<file path="src/rtl/dmem_access_arbiter_pkg.sv">
// Shared codes, FSM encoding and alignment helper for the data-memory arbiter.
// DMEM_ALIGN_CHECK_EN (optional) enables rejection of misaligned accesses.
package dmem_pkg;

  localparam logic [1:0] SIZE_BYTE = 2'b00;
  localparam logic [1:0] SIZE_HALF = 2'b01;
  localparam logic [1:0] SIZE_WORD = 2'b10;

  localparam logic RW_READ  = 1'b0;
  localparam logic RW_WRITE = 1'b1;

  typedef enum logic [1:0] {
    ST_IDLE   = 2'd0,
    ST_ACCESS = 2'd1,
    ST_RESP   = 2'd2
  } state_t;

  // Size 11 is never a legal access width.
  function automatic logic misaligned(
    input logic [1:0] size,
    input logic [1:0] a_lo
  );
    logic bad;
    bad = 1'b0;
    unique case (size)
      SIZE_BYTE: bad = 1'b0;
      SIZE_HALF: bad = a_lo[0];
      SIZE_WORD: bad = |a_lo;
      default:   bad = 1'b1;
    endcase
    return bad;
  endfunction

endpackage

</file>
<file path="src/rtl/dmem_access_arbiter_if.sv">
// Requester and memory-side signal bundle of the data-memory arbiter.
// The slave modport is the arbiter; the master modport is the surroundings.
interface dmem_access_arbiter_if #(
  parameter int ADDR_W = 8,
  parameter int DATA_W = 32
);

  logic              r0_req;
  logic [ADDR_W-1:0] r0_addr;
  logic [DATA_W-1:0] r0_wdata;
  logic [1:0]        r0_size;
  logic              r0_rw;
  logic              r0_gnt;
  logic              r0_rsp_valid;

  logic              r1_req;
  logic [ADDR_W-1:0] r1_addr;
  logic [DATA_W-1:0] r1_wdata;
  logic [1:0]        r1_size;
  logic              r1_rw;
  logic              r1_gnt;
  logic              r1_rsp_valid;

  logic [DATA_W-1:0] rsp_rdata;
  logic              rsp_err;

  logic [ADDR_W-1:0] mem_a;
  logic [DATA_W-1:0] mem_di;
  logic [1:0]        mem_size;
  logic              mem_rw;
  logic              mem_e;
  logic [DATA_W-1:0] mem_do;

  modport slave (
    input  r0_req, r0_addr, r0_wdata,
    input  r0_size, r0_rw,
    output r0_gnt, r0_rsp_valid,
    input  r1_req, r1_addr, r1_wdata,
    input  r1_size, r1_rw,
    output r1_gnt, r1_rsp_valid,
    output rsp_rdata, rsp_err,
    output mem_a, mem_di, mem_size,
    output mem_rw, mem_e,
    input  mem_do
  );

  modport master (
    output r0_req, r0_addr, r0_wdata,
    output r0_size, r0_rw,
    input  r0_gnt, r0_rsp_valid,
    output r1_req, r1_addr, r1_wdata,
    output r1_size, r1_rw,
    input  r1_gnt, r1_rsp_valid,
    input  rsp_rdata, rsp_err,
    input  mem_a, mem_di, mem_size,
    input  mem_rw, mem_e,
    output mem_do
  );

endinterface

</file>
<file path="src/rtl/dmem_access_arbiter_rr_arbiter2.sv">
// Two-way grant logic: round-robin on conflict, or fixed priority to
// requester 0 when FIXED_PRIO is nonzero.
module rr_arbiter2 #(
  parameter int FIXED_PRIO = 0
) (
  input  logic       clk,
  input  logic       reset,
  input  logic       i_en,
  input  logic [1:0] i_req,
  output logic [1:0] o_gnt
);

  // Set when requester 1 won last, so requester 0 goes first.
  logic r_last;
  logic w_r0_first;

  assign w_r0_first = (FIXED_PRIO != 0) || r_last;

  always_comb begin
    o_gnt = 2'b00;
    if (i_en) begin
      unique case (1'b1)
        (i_req == 2'b11):
          o_gnt = w_r0_first ? 2'b01 : 2'b10;
        (i_req == 2'b01): o_gnt = 2'b01;
        (i_req == 2'b10): o_gnt = 2'b10;
        default:          o_gnt = 2'b00;
      endcase
    end
  end

  always_ff @(posedge clk or posedge reset) begin
    if (reset) begin
      r_last <= 1'b1;
    end else if (|o_gnt) begin
      r_last <= o_gnt[1];
    end
  end

endmodule

</file>
<file path="src/rtl/dmem_access_arbiter.sv">
// Shares the big-endian data memory between the MEM stage and the loader.
// DMEM_ALIGN_CHECK_EN: misaligned/illegal-size requests are rejected.
module dmem_access_arbiter
  import dmem_pkg::*;
#(
  parameter int ADDR_W     = 8,
  parameter int DATA_W     = 32,
  parameter int FIXED_PRIO = 0
) (
  input logic                  clk,
  input logic                  reset,
  dmem_access_arbiter_if.slave bus
);

  state_t r_state;
  state_t w_next;

  logic [1:0]        w_req;
  logic [1:0]        w_gnt;
  logic              w_arb_en;
  logic              w_take;
  logic              w_sel;
  logic              w_rej;
  logic              w_is_acc;
  logic              w_is_rsp;

  logic [ADDR_W-1:0] w_addr;
  logic [DATA_W-1:0] w_wdata;
  logic [1:0]        w_size;
  logic              w_rw;

  logic [ADDR_W-1:0] r_addr;
  logic [DATA_W-1:0] r_wdata;
  logic [1:0]        r_size;
  logic              r_rw;
  logic              r_owner;
  logic              r_err;
  logic [DATA_W-1:0] r_rdata;

  assign w_req    = {bus.r1_req, bus.r0_req};
  assign w_arb_en = (r_state == ST_IDLE) && !reset;

  rr_arbiter2 #(
    .FIXED_PRIO (FIXED_PRIO)
  ) u_arb (
    .clk   (clk),
    .reset (reset),
    .i_en  (w_arb_en),
    .i_req (w_req),
    .o_gnt (w_gnt)
  );

  assign w_take = |w_gnt;
  assign w_sel  = w_gnt[1];

  always_comb begin
    w_addr  = bus.r0_addr;
    w_wdata = bus.r0_wdata;
    w_size  = bus.r0_size;
    w_rw    = bus.r0_rw;
    if (w_sel) begin
      w_addr  = bus.r1_addr;
      w_wdata = bus.r1_wdata;
      w_size  = bus.r1_size;
      w_rw    = bus.r1_rw;
    end
  end

`ifdef DMEM_ALIGN_CHECK_EN
  assign w_rej = misaligned(w_size, w_addr[1:0]);
`else
  assign w_rej = 1'b0;
`endif

  always_comb begin
    w_next = r_state;
    unique case (r_state)
      ST_IDLE:   if (w_take) w_next = ST_ACCESS;
      ST_ACCESS: w_next = ST_RESP;
      ST_RESP:   w_next = ST_IDLE;
      default:   w_next = ST_IDLE;
    endcase
  end

  always_ff @(posedge clk or posedge reset) begin
    if (reset) begin
      r_state <= ST_IDLE;
    end else begin
      r_state <= w_next;
    end
  end

  always_ff @(posedge clk or posedge reset) begin
    if (reset) begin
      r_addr  <= '0;
      r_wdata <= '0;
      r_size  <= SIZE_WORD;
      r_rw    <= RW_READ;
      r_owner <= 1'b0;
      r_err   <= 1'b0;
    end else if (w_take) begin
      r_addr  <= w_addr;
      r_wdata <= w_wdata;
      r_size  <= w_size;
      r_rw    <= w_rw;
      r_owner <= w_sel;
      r_err   <= w_rej;
    end
  end

  // Writes leave the last read data in place; rejects return zero.
  always_ff @(posedge clk or posedge reset) begin
    if (reset) begin
      r_rdata <= '0;
    end else if (r_state == ST_ACCESS) begin
      if (r_err) begin
        r_rdata <= '0;
      end else if (r_rw == RW_READ) begin
        r_rdata <= bus.mem_do;
      end
    end
  end

  assign w_is_acc = (r_state == ST_ACCESS);
  assign w_is_rsp = (r_state == ST_RESP);

  // The memory writes combinationally: strobe only in ACCESS.
  assign bus.mem_a    = r_addr;
  assign bus.mem_di   = r_wdata;
  assign bus.mem_size = r_size;
  assign bus.mem_rw   = w_is_acc & r_rw & ~r_err;
  assign bus.mem_e    = w_is_acc & r_rw & ~r_err;

  assign bus.r0_gnt       = w_gnt[0];
  assign bus.r1_gnt       = w_gnt[1];
  assign bus.r0_rsp_valid = w_is_rsp & ~r_owner;
  assign bus.r1_rsp_valid = w_is_rsp & r_owner;
  assign bus.rsp_rdata    = r_rdata;
  assign bus.rsp_err      = w_is_rsp & r_err;

endmodule

</file>
<file path="src/flat_wrapper.sv">
// flat-port wrapper written by rule: the top's interface ports become plain ports
module dmem_access_arbiter_flat import dmem_pkg::*;
#(
  parameter int ADDR_W     = 8,
  parameter int DATA_W     = 32,
  parameter int FIXED_PRIO = 0
)
  (clk, reset, bus_r0_req, bus_r0_addr, bus_r0_wdata, bus_r0_size, bus_r0_rw, bus_r0_gnt, bus_r0_rsp_valid, bus_r1_req, bus_r1_addr, bus_r1_wdata, bus_r1_size, bus_r1_rw, bus_r1_gnt, bus_r1_rsp_valid, bus_rsp_rdata, bus_rsp_err, bus_mem_a, bus_mem_di, bus_mem_size, bus_mem_rw, bus_mem_e, bus_mem_do);
  dmem_access_arbiter_if #(.ADDR_W(ADDR_W), .DATA_W(DATA_W)) bus_i ();
  input logic clk;
  input logic reset;
  input wire logic [$bits(bus_i.r0_req)-1:0] bus_r0_req;
  input wire logic [$bits(bus_i.r0_addr)-1:0] bus_r0_addr;
  input wire logic [$bits(bus_i.r0_wdata)-1:0] bus_r0_wdata;
  input wire logic [$bits(bus_i.r0_size)-1:0] bus_r0_size;
  input wire logic [$bits(bus_i.r0_rw)-1:0] bus_r0_rw;
  output wire logic [$bits(bus_i.r0_gnt)-1:0] bus_r0_gnt;
  output wire logic [$bits(bus_i.r0_rsp_valid)-1:0] bus_r0_rsp_valid;
  input wire logic [$bits(bus_i.r1_req)-1:0] bus_r1_req;
  input wire logic [$bits(bus_i.r1_addr)-1:0] bus_r1_addr;
  input wire logic [$bits(bus_i.r1_wdata)-1:0] bus_r1_wdata;
  input wire logic [$bits(bus_i.r1_size)-1:0] bus_r1_size;
  input wire logic [$bits(bus_i.r1_rw)-1:0] bus_r1_rw;
  output wire logic [$bits(bus_i.r1_gnt)-1:0] bus_r1_gnt;
  output wire logic [$bits(bus_i.r1_rsp_valid)-1:0] bus_r1_rsp_valid;
  output wire logic [$bits(bus_i.rsp_rdata)-1:0] bus_rsp_rdata;
  output wire logic [$bits(bus_i.rsp_err)-1:0] bus_rsp_err;
  output wire logic [$bits(bus_i.mem_a)-1:0] bus_mem_a;
  output wire logic [$bits(bus_i.mem_di)-1:0] bus_mem_di;
  output wire logic [$bits(bus_i.mem_size)-1:0] bus_mem_size;
  output wire logic [$bits(bus_i.mem_rw)-1:0] bus_mem_rw;
  output wire logic [$bits(bus_i.mem_e)-1:0] bus_mem_e;
  input wire logic [$bits(bus_i.mem_do)-1:0] bus_mem_do;
  assign bus_i.r0_req = bus_r0_req;
  assign bus_i.r0_addr = bus_r0_addr;
  assign bus_i.r0_wdata = bus_r0_wdata;
  assign bus_i.r0_size = bus_r0_size;
  assign bus_i.r0_rw = bus_r0_rw;
  assign bus_r0_gnt = bus_i.r0_gnt;
  assign bus_r0_rsp_valid = bus_i.r0_rsp_valid;
  assign bus_i.r1_req = bus_r1_req;
  assign bus_i.r1_addr = bus_r1_addr;
  assign bus_i.r1_wdata = bus_r1_wdata;
  assign bus_i.r1_size = bus_r1_size;
  assign bus_i.r1_rw = bus_r1_rw;
  assign bus_r1_gnt = bus_i.r1_gnt;
  assign bus_r1_rsp_valid = bus_i.r1_rsp_valid;
  assign bus_rsp_rdata = bus_i.rsp_rdata;
  assign bus_rsp_err = bus_i.rsp_err;
  assign bus_mem_a = bus_i.mem_a;
  assign bus_mem_di = bus_i.mem_di;
  assign bus_mem_size = bus_i.mem_size;
  assign bus_mem_rw = bus_i.mem_rw;
  assign bus_mem_e = bus_i.mem_e;
  assign bus_i.mem_do = bus_mem_do;
  dmem_access_arbiter #(.ADDR_W(ADDR_W), .DATA_W(DATA_W), .FIXED_PRIO(FIXED_PRIO)) u_core (.clk(clk), .reset(reset), .bus(bus_i));
endmodule
</file>
<file path="config.mk">
export PLATFORM = sky130hd
export DESIGN_NAME = dmem_access_arbiter_flat
export DESIGN_NICKNAME = d
export VERILOG_FILES = /design/src/rtl/dmem_access_arbiter_pkg.sv /design/src/rtl/dmem_access_arbiter_if.sv /design/src/rtl/dmem_access_arbiter_rr_arbiter2.sv /design/src/rtl/dmem_access_arbiter.sv /design/src/flat_wrapper.sv
export SDC_FILE = /design/constraint.sdc
export NUM_CORES = 1
export LEC_CHECK = 0
export CAP_MARGIN = 20
export CORE_MARGIN = 8
export CORE_UTILIZATION = 30
export CTS_CLUSTER_SIZE = 20
export DETAILED_ROUTE_END_ITERATION = 7
export REMOVE_ABC_BUFFERS = 1
export SYNTH_ARGS = -nofsm -noshare
export SYNTH_HDL_FRONTEND = slang
export SYNTH_SLANG_ARGS = --single-unit
</file>
<file path="constraint.sdc">
create_clock -name clk -period 5.3 [get_ports clk]
set_input_delay 0.53 -clock clk [delete_from_list [all_inputs] [get_ports clk]]
set_output_delay 0.53 -clock clk [all_outputs]
set_load 0.005 [all_outputs]
</file>
==> results of run 1 <==
[cells in the mapped netlist (2+ instances only)]
| master | instances | area [µm²] |
|---|---|---|
| dfrtp_1 | 77 | 1927 |
| nand3_1 | 44 | 220.2 |
| a21oi_1 | 43 | 215.2 |
| a31oi_1 | 43 | 269.0 |
| o21ai_1 | 40 | 200.2 |
| mux2_4 | 30 | 450.4 |
| clkbuf_1 | 13 | 48.80 |
| buf_6 | 12 | 135.1 |
| buf_2 | 8 | 40.04 |
| buf_12 | 3 | 60.06 |
| o21ai_0 | 3 | 15.01 |
| a21o_1 | 2 | 15.01 |
| buf_4 | 2 | 15.01 |
| dfstp_2 | 2 | 52.55 |
| inv_1 | 2 | 7.510 |
| mux2_2 | 2 | 22.52 |
| nor2b_4 | 2 | 27.53 |
[worst register-to-register path, cell delays in order, from the launching register on]
cell	delay, ns
dfrtp_1	0.46
nor3_4	0.20
buf_4	0.69
and2_4	0.62
a31oi_1	0.19
[logic make-up after synthesis]
| family | Yosys count | share of synthesized area |
|---|---|---|
| multiplexers | 32 | 0.1239 |
| AO/OA/AOI/OAI | 133 | 0.1927 |
| flip-flops | 79 | 0.5183 |
| AND/OR/NAND/NOR | 55 | 0.08389 |
| buffers and inverters | 40 | 0.08028 |
| other | 1 | 0.0009820 |
[power by group]
part	internal [mW]	switching, mW
clock	0.439	0.236
sequential	0.822	0.130
combinational	0.664	0.347
total	1.93	0.713
[routing by layer]
metal / vias up / share of wire / wire (µm) / track usage
met2: 165 / 0.46 / 6087 / 0.2537
met5: - / 0 / 0 / 0
met3: 9 / 0.10 / 1388 / 0.06703
met4: 0 / 0.0095 / 126 / 0.04077
li1: 1611 / - / - / -
met1: 1660 / 0.43 / 5685 / 0.1914
[final timing paths]
check | slack (ns) | startpoint | endpoint | depth (start not counted)
setup / recovery | 2.10 | reset | bus_r1_gnt | 4
hold / removal | 0.51 | u_core.bus.rsp_rdata[22] | u_core.bus.rsp_rdata[22] | 1
setup reg to reg | 2.99 | u_core.r_state[1] | u_core.bus.mem_size[0] | 4
hold reg to reg | 0.51 | u_core.bus.rsp_rdata[22] | u_core.bus.rsp_rdata[22] | 1
max in group asynchronous | 4.12 | reset | u_core.u_arb.r_last | 4
min in group asynchronous | 0.59 | reset | u_core.bus.rsp_rdata[14] | 3
[through the flow]
step	hold slack [ns]	utilization	area, µm²
6_report	0.5070	0.4923	6162
5_1_grt	0.5185	0.4923	6162
4_1_cts	0.5090	0.4901	6135
3_5_place_dp	0.4933	0.4639	5807
3_3_place_gp	0.4894	0.4617	5779
2_1_floorplan	0.4659	-	3520
[area by class of cell]
class | count | area, µm²
Sequential cell | 79 | 1979
Timing Repair Buffer | 206 | 2090
Inverter | 2 | 8.758
Tap cell | 172 | 215.2
Clock inverter | 3 | 67.56
Multi-Input combinational cell | 221 | 1541
Clock buffer | 13 | 260.3
Fill cell | 1200 | 6355
[sequential cells by signal, indices dropped and copies added, names as in the netlist]
register / flops
u_core.bus.mem_a: 8
u_core.bus.mem_di: 32
u_core.bus.mem_size: 2
u_core.bus.rsp_rdata: 32
u_core.r_owner: 1
u_core.r_rw: 1
u_core.r_state: 2
u_core.u_arb.r_last: 1
==> flow_summary.json, run 1 <==
{
  "status": "complete, no violations",
  "nets": 641,
  "die_y_um": 128.8,
  "pre_cts_ws_ns": 2.090,
  "wl_mm": 13.29,
  "postCtsSetupBuffers": 0,
  "cellLeakagePower_nw": 2.384,
  "min_period_ns": 3.205,
  "cts_root_buffer": "clkbuf_16",
  "yosysSeqAreaShare": 0.5183,
  "max_freq_ghz": 0.3120,
  "io_buffers": 201,
  "irDropWorstVdd_uv": 133.2,
  "synthArstFlopShare": 1.000,
  "synth_cell_type_count": 29,
  "cts.htree.levels": 3,
  "worstSetupPathType": "input port to primary output",
  "fin_ws_ns": 2.095,
  "path_common_cell": "clkdlybuf4s50_1",
  "via_per_inst": 4.950,
  "fin_skew_ns": 0.009510,
  "numCtsBuffers": 9,
  "yosys_warnings": 0,
  "ios": 203,
  "synth_edf_count": 0,
  "vias": 3445,
  "grt.total_usage": 0.1582,
  "max_slew_margin": 0.3719,
  "first_pass_iters": 4,
  "drv_cap": 0,
  "hold_path.class": "flop to flop",
  "postSynthCellCount": 340,
  "cts_resized": 0,
  "start_util": 0.3051,
  "cts_hold_buffers": 0,
  "power_density_nw_per_um2": 428.2,
  "crit_chain": "clkdlybuf4s50_1 -> or3_2 -> nor2_2 -> clkdlybuf4s50_1",
  "crit_arrival_ns": 2.67,
  "avgRoutedWirePerCell_um": 19.09,
  "die-area_um2": 16590,
  "rsz0062_at_grt": "false",
  "hold_viol_final": 0,
  "diodes": 0,
  "cts_num_sinks": 79,
  "slowest_stage": "or3_2",
  "grt_pass1_wl_mm": 20.47,
  "slew_violations": 0,
  "cp.required_ns": 4.77,
  "grt_overflow": 0,
  "finalSetupTns_ns": 0,
  "clockBufferDepth": 2,
  "power.total_mw": 2.639,
  "cp-start-kind": "input port",
  "ys_ff_latch": 79,
  "mostFrequentLayoutCells": "clkdlybuf4s50_1, dfrtp_1, nand3_1, a21oi_1, a31oi_1",
  "layout_commonest_cell": "clkdlybuf4s50_1",
  "drtIter0Drc": 151,
  "syn-cell-area_um2": 3819,
  "die_width_um": 128.8,
  "first_global_vias": 3604,
  "ant_nets": 0,
  "path_delay_family": "simple AND/OR/NAND/NOR gates",
  "tightest_slew_ns": 0.9422,
  "core_um2": 12520,
  "drive_above_1_share": 0.1202,
  "tritoncts": "done",
  "cp-end-kind": "primary output",
  "cp_max_fo": 44,
  "clk_pin_slew_ns": 0.06,
  "setup_viol": 0,
  "dpl.cell_count": 679,
  "critical_path_buf_inv_count": 2,
  "drc": 0,
  "synth.avg_cell_area_um2": 11.23,
  "synthFlopType": "dfrtp_1",
  "grt_max_degree": 88,
  "stdcell_count": 696,
  "rows": 41,
  "worstSkewPairLatency_ns": 0.33,
  "antenna_found_initial": 0,
  "critPathMaxStageDelay_ns": 0.84,
  "area_growth_pct": 61.37,
  "hpwl_mm": 9.594,
  "place_congestion": 0.7697,
  "finalCritPeriodShare": 0.6047
}
Power figures use the tool's default switching activity.
==> inputs of run 2 (changes only) <==
--- a/config.mk
+++ b/config.mk
@@ -10,6 +10,7 @@
 export CORE_UTILIZATION = 30
 export CTS_CLUSTER_SIZE = 20
 export DETAILED_ROUTE_END_ITERATION = 7
+export PLACE_DENSITY = 0.67
 export REMOVE_ABC_BUFFERS = 1
 export SYNTH_ARGS = -nofsm -noshare
 export SYNTH_HDL_FRONTEND = slang
==> constraint.sdc (replaced) <==
create_clock -name clk -period 2.8 [get_ports clk]
set_input_delay 0.28 -clock clk [delete_from_list [all_inputs] [get_ports clk]]
set_output_delay 0.28 -clock clk [all_outputs]
set_load 0.005 [all_outputs]
==> flow_summary.json, run 2 (synthesis gave the netlist of run 1 again) <==
{
  "power_frac_seq": 0.363,
  "cts_resized": 0,
  "start_util": 0.3051,
  "ant_nets": 0,
  "cp-start-kind": "flop",
  "rsz0062_at_grt": "false",
  "cp.required_ns": 2.52,
  "hpwl_mm": 9.357,
  "slew_violations": 0,
  "critPathMaxStageDelay_ns": 0.54,
  "post-route-util": 0.4915,
  "fin_ws_ns": 0.5859,
  "avgRoutedWirePerCell_um": 18.64,
  "pwr-share-comb": 0.383,
  "clockBufferDepth": 2,
  "crit_arrival_ns": 1.93,
  "mostFrequentLayoutCells": "clkdlybuf4s50_1, dfrtp_1, nand3_1, a21oi_1, a31oi_1",
  "slowest_stage": "clkdlybuf4s50_1",
  "diodes": 0,
  "rows": 41,
  "grt_max_degree": 62,
  "max_freq_ghz": 0.4516,
  "cp_max_fo": 5,
  "clk_pin_slew_ns": 0.06,
  "tightest_slew_ns": 0.7017,
  "hold_ws_ns": 0.4644,
  "min_period_ns": 2.214,
  "layout_commonest_cell": "clkdlybuf4s50_1",
  "finalCritPeriodShare": 0.7908,
  "grt_overflow": 0,
  "p_sw_frac": 0.2720,
  "path_delay_family": "simple AND/OR/NAND/NOR gates",
  "first_global_vias": 3748,
  "filler_cell_count": 1211,
  "die-area_um2": 16590,
  "drtIter0Drc": 205,
  "worstSkewPairLatency_ns": 0.33,
  "dpl.cell_count": 683,
  "clkPwrFrac": 0.254,
  "hold_path.class": "input port to async pin",
  "vias": 3472,
  "cellLeakagePower_nw": 2.387,
  "wl_mm": 13.03,
  "antenna_found_initial": 0,
  "stdcell_count": 699,
  "cp-end-kind": "primary output",
  "grt_pass1_wl_mm": 20.33,
  "die_y_um": 128.8,
  "ios": 203,
  "cts.htree.levels": 3,
  "cts_root_buffer": "clkbuf_16",
  "via_per_inst": 4.967,
  "die_width_um": 128.8,
  "grt.total_usage": 0.1574,
  "finalInstanceArea_um2": 6152,
  "nets": 644,
  "postCtsSetupBuffers": 0,
  "p_sw_mw": 1.351,
  "hold_viol_final": 0,
  "setup_viol": 0,
  "first_pass_iters": 4,
  "drc": 0,
  "worstSetupPathType": "flop to primary output",
  "tritoncts": "done",
  "power.total_mw": 4.966,
  "irDropWorstVdd_uv": 305.6,
  "core_um2": 12520,
  "numCtsBuffers": 9,
  "status": "complete, no violations",
  "critical_path_buf_inv_count": 1,
  "place_congestion": 0.8179,
  "drive_above_1_share": 0.1233,
  "pre_cts_ws_ns": 0.6726,
  "dpl-instance-area_um2": 5828,
  "io_buffers": 201,
  "internal-power_mw": 3.615,
  "crit_chain": "or3_1 -> nor2_2 -> clkdlybuf4s50_1",
  "finalSetupTns_ns": 0,
  "cts_hold_buffers": 0,
  "power_density_nw_per_um2": 807.2,
  "max_slew_margin": 0.5317,
  "cts_num_sinks": 79,
  "drv_cap": 0,
  "area_growth_pct": 61.11,
  "fin_skew_ns": 0.005412
}
[run 2: cell count changes in the layout (fill, tap and decap cells not counted), sizes merged]
cell / change
buf: +3
clkinv: +2
clkbuf: -2
[run 2: worst paths after layout]
kind	startpoint	end	slack [ns]	depth (start not counted)
setup / recovery	u_core.r_state[1]	bus_r1_gnt	0.59	3
hold / removal	reset	u_core.bus.mem_di[28]	0.46	2
setup reg to reg	u_core.r_state[0]	u_core.bus.rsp_rdata[27]	1.01	4
hold reg to reg	u_core.bus.rsp_rdata[28]	u_core.bus.rsp_rdata[28]	0.50	1
max in group asynchronous	reset	u_core.bus.rsp_rdata[30]	1.68	3
min in group clk	bus_r1_size[1]	u_core.bus.mem_size[1]	0.50	3
[run 2: worst register-to-register path, cell delays in order (launching register included)]
cell and delay (ns):
dfrtp_1 0.46, nor2b_4 0.20, nor2b_4 0.13, buf_4 0.48, mux2_2 0.41
[run 2: cell type report]
cell class	instances	area, µm²	area share
clock buffer	11	242.7	0.03945
clock inverter	5	81.33	0.01322
inverter	2	8.758	0.001424
multi-input combinational	221	1540	0.2504
sequential	79	1979	0.3217
tap	172	215.2	0.03498
timing repair buffer	209	2085	0.3388
[run 2: power by group through the flow]
stage               clock network, mW  registers [mW]  logic, mW
floorplan                           0            1.82      0.682
global placement                    0            1.79       1.92
detailed placement                  0            1.82       1.93
CTS                              1.31            1.80       1.94
global route                     1.35            1.85       2.06
finish                           1.26            1.80       1.90
[run 2: per-layer routing]
metal	share of wire	global-route usage	vias up
met5	0	0	-
met4	0.021	0.07049	0
met3	0.11	0.06785	16
met2	0.45	0.2518	170
met1	0.42	0.1793	1669
li1	-	-	1617
==> inputs of run 3 (changes only) <==
--- a/config.mk
+++ b/config.mk
@@ -10,7 +10,6 @@
 export CORE_UTILIZATION = 30
 export CTS_CLUSTER_SIZE = 20
 export DETAILED_ROUTE_END_ITERATION = 7
-export PLACE_DENSITY = 0.67
 export REMOVE_ABC_BUFFERS = 1
 export SYNTH_ARGS = -nofsm -noshare
 export SYNTH_HDL_FRONTEND = slang
==> constraint.sdc (replaced) <==
create_clock -name clk -period 2.1 [get_ports clk]
set_input_delay 0.21 -clock clk [delete_from_list [all_inputs] [get_ports clk]]
set_output_delay 0.21 -clock clk [all_outputs]
set_load 0.005 [all_outputs]
==> flow_summary.json, run 3 (synthesis gave the netlist of run 1 again) <==
{
  "finalSetupTns_ns": 0,
  "grt_max_degree": 61,
  "worstSetupPathType": "flop to primary output",
  "drtIter0Drc": 202,
  "ant_nets": 0,
  "io_buffers": 201,
  "nets": 652,
  "drive_above_1_share": 0.1458,
  "filler_cell_count": 1218,
  "path_delay_family": "buffers and inverters",
  "start_util": 0.3051,
  "cp-end-kind": "primary output",
  "via_per_inst": 4.973,
  "hold_path.class": "input port to async pin",
  "tritoncts": "done",
  "fin_skew_ns": 0.005838,
  "cellLeakagePower_nw": 2.442,
  "hpwl_mm": 10.02,
  "cts.htree.levels": 3,
  "rows": 41,
  "irDropWorstVdd_uv": 379.2,
  "crit_chain": "buf_4 -> nor3_4 -> nand3_1 -> inv_1 -> clkdlybuf4s50_1",
  "clockBufferDepth": 2,
  "first_pass_iters": 4,
  "ios": 203,
  "tightest_slew_ns": 0.5142,
  "mostFrequentLayoutCells": "clkdlybuf4s50_1, dfrtp_1, nand3_1, a21oi_1, a31oi_1",
  "avgRoutedWirePerCell_um": 19.42,
  "power.total_mw": 6.707,
  "numCtsBuffers": 9,
  "grt_pass1_wl_mm": 20.85,
  "clk_pin_slew_ns": 0.06,
  "crit_arrival_ns": 1.81,
  "drv_cap": 0,
  "finalInstanceArea_um2": 6261,
  "die-area_um2": 16590,
  "die_y_um": 128.8,
  "critical_path_buf_inv_count": 3,
  "reg2regPathDepth": 5,
  "diodes": 0,
  "critical_path_cell_count": 5,
  "rsz0062_at_grt": "false",
  "cp.required_ns": 1.89,
  "finalCritPeriodShare": 0.9617,
  "cts_root_buffer": "clkbuf_16",
  "wl_mm": 13.73,
  "worstSkewPairLatency_ns": 0.33,
  "cts_num_sinks": 79,
  "antenna_found_initial": 0,
  "grt.total_usage": 0.1622,
  "core_um2": 12520,
  "slowest_stage": "clkdlybuf4s50_1",
  "max_freq_ghz": 0.4951,
  "first_global_vias": 3641,
  "power_density_nw_per_um2": 1071,
  "layout_commonest_cell": "clkdlybuf4s50_1",
  "cp_max_fo": 4,
  "cp-start-kind": "flop",
  "grt_overflow": 0,
  "place_congestion": 0.7505,
  "status": "complete, no violations",
  "min_period_ns": 2.020,
  "setup_viol": 0,
  "drc": 0,
  "die_width_um": 128.8,
  "dpl-instance-area_um2": 5912,
  "slew_violations": 0,
  "max_slew_margin": 0.6572,
  "critPathMaxStageDelay_ns": 0.51,
  "vias": 3516,
  "area_growth_pct": 63.96,
  "hold_viol_final": 0,
  "hold_ws_ns": 0.3680
}
## run 3: path summary, 6_finish.rpt
path	end	start	slack, ns
worst max-delay path	bus_r0_gnt	u_core.r_state[0]	0.08
worst min-delay path	u_core.r_rw	reset	0.37
worst max register to register	u_core.bus.rsp_rdata[28]	u_core.r_state[1]	0.31
worst min register to register	u_core.bus.rsp_rdata[9]	u_core.bus.rsp_rdata[9]	0.51
max in group asynchronous	u_core.u_arb.r_last	reset	1.13
min in group clk	u_core.bus.mem_size[1]	bus_r0_size[1]	0.44
## run 3: cell type report
class                           instances  area, µm²  area share
Timing Repair Buffer                  217       2181      0.3483
Sequential cell                        79       1982      0.3165
Multi-Input combinational cell        221       1541      0.2462
Clock buffer                           11      252.7     0.04037
Tap cell                              172      215.2     0.03437
Clock inverter                          5      80.08     0.01279
Inverter                                2      8.758    0.001399
## run 3: worst min-delay path, cell delays in order
cell	delay (ns)
clkdlybuf4s50_1	0.42
buf_4	0.16
clkinv_2	0.35
## run 3: through the flow
stage          setup WS [ns]  instances  utilization
2_1_floorplan        -0.7658        302            -
3_3_place_gp          0.1612        689       0.4723
3_5_place_dp          0.1598        689       0.4723
4_1_cts              0.04568        707       0.5002
5_1_grt             0.003086        707       0.5002
6_report             0.08037        707       0.5002
## run 3: layer usage
layer  wire length [µm]  share of wire  track usage  up-vias
met5                  0              0            0        -
met3               1345          0.098      0.05627       10
met2               6316           0.46       0.2595      172
met4                157          0.011      0.05390        0
met1               5912           0.43       0.1996     1703
li1                   -              -            -     1631
## run 3: repair_timing
item | in CTS | in global routing
setup endpoints to repair | 1 | 0
resized for setup | 3 | 0
hold endpoints to repair | 0 | 0
setup buffers | 2 | 0
hold buffers | 0 | 0
## run 3: where the power goes
group	switching [mW]	internal, mW	total (mW)
sequential	0.321	2.08	2.40
clock	0.611	1.10	1.71
combinational	0.896	1.70	2.60
total	1.83	4.88	6.71
